### src/rtl/rep_window_checker_sat.sv
// Saturating up-counter used for the per-window hit count.
// clr reloads the counter with the current inc value so the opening cycle's hit is kept.

module sat_counter #(
    parameter int W = 4
) (
    input  logic         clk,
    input  logic         reset,
    input  logic         clr,
    input  logic         inc,
    output logic [W-1:0] q,
    output logic         sat
);

    assign sat = &q;

    always_ff @(posedge clk) begin
        if (reset) begin
            q <= '0;
        end else if (clr) begin
            q <= W'(inc);
        end else if (inc && !sat) begin
            q <= q + W'(1);
        end
    end

endmodule

### config.mk
export PLATFORM = sky130hd
export DESIGN_NAME = sat_counter
export DESIGN_NICKNAME = d
export VERILOG_FILES = /design/src/rtl/rep_window_checker_sat.sv
export SDC_FILE = /design/constraint.sdc
export NUM_CORES = 1
export LEC_CHECK = 0
export CORE_AREA = 3 3 40 42
export CTS_BUF_LIST = sky130_fd_sc_hd__clkbuf_8
export DETAILED_ROUTE_END_ITERATION = 8
export DIE_AREA = 0 0 43 45
export DONT_BUFFER_PORTS = 1
export PLACE_DENSITY_LB_ADDON = 0.08
export SYNTH_ARGS = -nofsm -noshare
export SYNTH_HDL_FRONTEND = slang
export SYNTH_SLANG_ARGS = --single-unit
### constraint.sdc
create_clock -name clk -period 1.9 [get_ports clk]
set_input_delay 0.38 -clock clk [delete_from_list [all_inputs] [get_ports clk]]
set_output_delay 0.38 -clock clk [all_outputs]
set_load 0.02 [all_outputs]
==> results.yml, run 1 <==
outcome:
  status: "finished clean"
worst_setup_path:
  cpMaxStageDelayCell: "dfxtp_1"
  path_buf_inv: 0
  criticalPathCategory: "reg2out"
  startpoint: "q[2]"
  max_stage_delay_ns: 0.54
  path_cells: "and3_1"
  r2r-end: "q[1]"
  required_ns: 1.52
  crit_end: "sat"
  rr_worst_depth: 4
  reg2reg_slack_ns: 0.65
  crit_cells: 1
  start_kind: "flop"
  cp.arrival_ns: 1.14
  r2r_start: "q[0]"
  cp_max_fo: 7
  endpoint_kind: "output pin"
  path_delay_family: "flip-flops"
cells_and_area:
  antennaDiodeCount: 0
  largest_reg_flops: 4
  largestRegisters: "q (4)"
  nets: 37
  final_core_util: 0.2220
  fillers: 141
  drive_gt1_frac: 0.2333
  top_register: "q"
  area_growth_pct: 35.71
sta:
  finalCriticalPeriod_ns: 1.522
  finalSetupTns_ns: 0
  hold_viol: 0
  fin_crit_sh: 0.8010
  skew_ns: 0.006655
  fmaxAchievable_mhz: 657.1
  rsz0062_at_grt: "false"
  finalMaxSlewViolations: 0
  layout_setup_ws_ns: 0.3782
  setup_violations: 0
  worst_slew_pin_slew_ns: 0.3754
  max_slew_margin: 0.7494
synthesis:
  synth_top_family_by_area: "simple AND/OR/NAND/NOR gates"
  syn-num-nets: 30
  netlist_instances: 25
  synth-xor-area-share: 0
  synth.avg_cell_area_sq_um: 8.408
  netlist_area_sq_um: 210.2
  synthMuxAreaShare: 0.04762
  synth_compound_area_frac: 0.1726
  yosysWarnings: 0
  yosysSeqAreaShare: 0.3810
  ys_types: 16
  synthAdderAreaFrac: 0.05952
  synth-seq-cells: 4
  yosys.area_share.simple: 0.3214
floorplan:
  die-area_sq_mm: 0.001935
  die_h_um: 45
  core_sq_mm: 0.001285
  io_pins: 9
  start_util: 0.1636
  rows: 13
  die_w_um: 43
clock_network:
  numCtsBuffers: 3
  h-tree-depth: 1
  hold_buffers: 0
  clk_latency_ns: 0.22
  cts_tree: "yes"
  post_cts_buffers: 0
  clock-root-buffer: "clkbuf_8"
  cts_resized: 0
  cts_sinks: 4
  clk_pin_slew_ns: 0.04
  clockBufferDepth: 2
hold_path:
  hold_class: "in2reg"
global_routing:
  grt_max_degree: 8
  grt_pass1_wl_um: 979
  first_global_vias: 213
  grt-ovfl-total: 0
  grt_antenna_before_repair: 0
  grtUsageTotal: 0.07673
routing:
  via_per_inst: 4.422
  wl_um: 523
  vias: 199
  drtIter0Drc: 5
  ant_nets: 0
  drc_errors: 0
  drt_first_pass_iters: 3
  post_drt_wl_per_cell_um: 11.62
placement:
  dp_hpwl_um: 413.2
  portBuffers: 0
  globalplace.congestion: 0.6429
  post-place-ws_ns: 0.6081
pwr:
  power_w: 0.0002846
  ir_worst_vdd_mv: 0.3076
  power_leakage_nw: 0.1081
  powerDensity_mw_per_mm2: 997.5
run:
  cap_violations: 0
final cells by class:
| cell class | count | area [sq um] | area share |
|---|---|---|---|
| clock buffers | 3 | 41.29 | 0.1447 |
| inverters | 1 | 3.754 | 0.01316 |
| multi-input cells | 20 | 126.4 | 0.4430 |
| flip-flops and latches | 4 | 80.08 | 0.2807 |
| well taps | 15 | 18.77 | 0.06579 |
| repair buffers | 2 | 15.01 | 0.05263 |
metrics by stage:
step | hold WS [ns] | std cells | cell area [sq um]
after floorplan | 0.4491 | 25 | 210.2
after detailed placement | 0.4607 | 42 | 244.0
after global placement | 0.4615 | 42 | 244.0
after global routing | 0.2262 | 45 | 285.3
final | 0.2328 | 45 | 285.3
after CTS | 0.2329 | 45 | 285.3
synth_stat cells, drive strengths merged:
cell type,count,share of area
inv,1,0.018
ha,1,0.060
o21ai,2,0.048
dfxtp,4,0.38
nor2b,1,0.042
a31oi,1,0.030
nand2,3,0.054
and4,1,0.048
a2111oi,1,0.048
nand4b,1,0.042
a21oi,2,0.048
and3,1,0.030
nand4,1,0.030
nor2,3,0.054
mux2i,1,0.048
nor3,1,0.024
layer usage:
layer | track usage | part of all wire
met1 | 0.07748 | 0.41
met2 | 0.09581 | 0.46
met3 | 0.07570 | 0.13
met4 | 0.05422 | 0
met5 | 0 | 0
cell usage in the layout, fill, tap and decap left out:
master | synthesis | routed
o21ai_0 | 2 | 2
nor2_1 | 3 | 3
nand2_1 | 3 | 3
nand4b_1 | 1 | 1
buf_4 | 0 | 2
ha_1 | 1 | 1
a2111oi_1 | 1 | 1
and4_2 | 1 | 1
nor2b_2 | 1 | 1
dfxtp_1 | 4 | 4
inv_1 | 1 | 1
nor3_1 | 1 | 1
and3_1 | 1 | 1
a21oi_1 | 2 | 2
a31oi_1 | 1 | 1
clkbuf_8 | 0 | 3
mux2i_1 | 1 | 1
nand4_1 | 1 | 1
worst min-delay path by stage:
stage                      from  slack, ns  endpoint  depth (start not counted)
after floorplan           reset       0.45      q[0]                          1
after global placement    reset       0.46      q[3]                          1
after detailed placement  reset       0.46      q[3]                          1
after CTS                 reset       0.23      q[3]                          1
after global routing      reset       0.23      q[3]                          1
final                     reset       0.23      q[3]                          1
where the power goes:
part	total [W]	leakage [nW]	internal, W	switching [W]
combinational	0.0000149	0.0540	0.00000658	0.00000833
clock	0.000182	0.0216	0.000135	0.0000467
sequential	0.0000877	0.0325	0.0000866	0.00000108
total	0.000285	0.108	0.000228	0.0000561
cells by family after synthesis:
logic type,after synthesis
compound gates,6
fa+ha+maj,1
buf+inv,1
flops,4
mux,1
simple gates,12
Power figures use the tool's default switching activity.
==> inputs of run 2 (changes only) <==
==> constraint.sdc (replaced) <==
create_clock -name clk -period 1.46 [get_ports clk]
set_input_delay 0.292 -clock clk [delete_from_list [all_inputs] [get_ports clk]]
set_output_delay 0.292 -clock clk [all_outputs]
set_load 0.02 [all_outputs]
==> run 2 against run 1 <==
  * Power is 27% higher
  * Register-to-register slack lost 0.43 ns
  * Cell count is 4.4% higher
  * Combinational power is 34% higher
  * Via count increased by 3.5%
  * Setup slack got worse by 0.30 ns
  * First-iteration DRC count fell by 60%
  * Non-clock buffer count grew 2
  * Utilization increased by 1.3 points
  * Sequential share of layout area shrank 1.5 points
==> results.yml, run 2 (same netlist as run 1, synthesis figures left out) <==
floorplan:
  io_pins: 9
  die_w_um: 43
  die_h_um: 45
  start_util: 0.1636
  rows: 13
  core_sq_mm: 0.001285
  die-area_sq_mm: 0.001935
worst_setup_path:
  endpoint_kind: "output pin"
  cp_max_fo: 6
  required_ns: 1.17
  criticalPathCategory: "reg2out"
  start_kind: "flop"
  cpMaxStageDelayCell: "dfxtp_1"
  max_stage_delay_ns: 0.32
  path_cells: "ha_1 -> and3_2"
  cp.arrival_ns: 1.09
sta:
  finalMaxSlewViolations: 0
  skew_ns: 0.001496
  fin_crit_sh: 0.9439
  rsz0062_at_grt: "false"
  finalCriticalPeriod_ns: 1.378
  hold_viol: 0
  finalSetupTns_ns: 0
  fmaxAchievable_mhz: 725.6
  setup_violations: 0
  max_slew_margin: 0.7568
  worst_slew_pin_slew_ns: 0.3638
routing:
  vias: 206
  drt_first_pass_iters: 2
  post_drt_wl_per_cell_um: 11.72
  wl_um: 551
  drc_errors: 0
  drtIter0Drc: 2
  via_per_inst: 4.383
  ant_nets: 0
run:
  cap_violations: 0
cells_and_area:
  largestRegisters: "q (4)"
  area_growth_pct: 43.45
  nets: 39
  top_register: "q"
  layout_common_cells: "buf_4, dfxtp_1, nor2_1, nand2_1, clkbuf_8"
  largest_reg_flops: 4
  drive_gt1_frac: 0.3125
  antennaDiodeCount: 0
outcome:
  status: "finished clean"
pwr:
  p_int_w: 0.0002968
  pwr-share-seq: 0.315
  power_w: 0.0003628
  p_sw_frac: 0.1819
  power_leakage_nw: 0.1185
  clkPwrFrac: 0.630
  powerDensity_mw_per_mm2: 1203
  comb_power_share: 0.055
  power.net_switching_w: 0.00006600
  ir_worst_vdd_mv: 0.4771
global_routing:
  grt_pass1_wl_um: 972
  grt_antenna_before_repair: 0
  grt_max_degree: 8
  grt-ovfl-total: 0
  grtUsageTotal: 0.07410
  first_global_vias: 219
clock_network:
  cts_sinks: 4
  clock-root-buffer: "clkbuf_8"
  clockBufferDepth: 2
  hold_buffers: 0
  clk_pin_slew_ns: 0.03
  h-tree-depth: 1
  cts_tree: "yes"
  numCtsBuffers: 3
  clk_latency_ns: 0.21
hold_path:
  hold_class: "in2reg"
placement:
  portBuffers: 0
  globalplace.congestion: 0.6347
==> run 2: cell types whose count changed in the layout (fill, tap and decap cells not counted), sizes merged <==
cell  previous run  this run
buf              2         4
==> run 2: worst paths after layout <==
check / startpoint / endpoint / slack [ns] / cells past startpoint
max: q[0] / sat / 0.08 / 2
min: reset / q[0] / 0.15 / 1
max reg2reg: q[0] / q[1] / 0.22 / 4
min reg2reg: q[3] / q[3] / 0.56 / 2
==> run 2: metal layers <==
layer	vias up	wire length, um	GRT usage
met4	0	0	0.09036
met2	5	261	0.09880
li1	107	-	-
met5	-	0	0
met3	0	42	0.03187
met1	94	247	0.07952
==> run 2: what timing repair did <==
item | in CTS | in global routing
gates resized for setup | 0 | 1
setup buffers | 0 | 0
endpoints found under the setup margin | 0 | 1
==> run 2: per-stage QoR <==
| step | setup WS (ns) | utilization | hold WS, ns | cell area [sq um] | std cells |
|---|---|---|---|---|---|
| floorplan | 0.1153 | - | 0.3611 | 210.2 | 25 |
| global placement | 0.1929 | 0.2016 | 0.3764 | 259.0 | 44 |
| detailed placement | 0.1848 | 0.2016 | 0.3780 | 259.0 | 44 |
| CTS | 0.02737 | 0.2337 | 0.1517 | 300.3 | 47 |
| global route | 0.009341 | 0.2347 | 0.1592 | 301.5 | 47 |
| finish | 0.08188 | 0.2347 | 0.1547 | 301.5 | 47 |
==> run 2: final cells by class <==
cell class              instances  area [sq um]
multi-input cells              20         127.6
repair buffers                  4         30.03
well taps                      15         18.77
inverters                       1         3.754
clock buffers                   3         41.29
fillers                       148         983.4
flip-flops and latches          4         80.08
==> run 2: power groups by stage <==
stage / logic [W] / clock network, W / registers, W
finish: 0.0000200 / 0.000229 / 0.000114
global placement: 0.0000209 / 0 / 0.000116
floorplan: 0.00000923 / 0 / 0.000120
CTS: 0.0000204 / 0.000239 / 0.000114
detailed placement: 0.0000203 / 0 / 0.000116
global route: 0.0000231 / 0.000248 / 0.000114
==> run 2: critical path, delay by kind of cell, from the launching register on <==
family	cells	cell delay, ns
flip-flops	1	0.32
AND/OR/NAND/NOR	1	0.30
adder cells (fa/ha/maj)	1	0.25
==> inputs of run 3 (changes only) <==
--- a/config.mk
+++ b/config.mk
@@ -11,6 +11,7 @@
 export DIE_AREA = 0 0 43 45
 export DONT_BUFFER_PORTS = 1
 export PLACE_DENSITY_LB_ADDON = 0.08
+export SKIP_CTS_REPAIR_TIMING = 1
 export SYNTH_ARGS = -nofsm -noshare
 export SYNTH_HDL_FRONTEND = slang
 export SYNTH_SLANG_ARGS = --single-unit
==> results of run 3 <==
Final layout, timing and power as in run 2 (identical DEF).
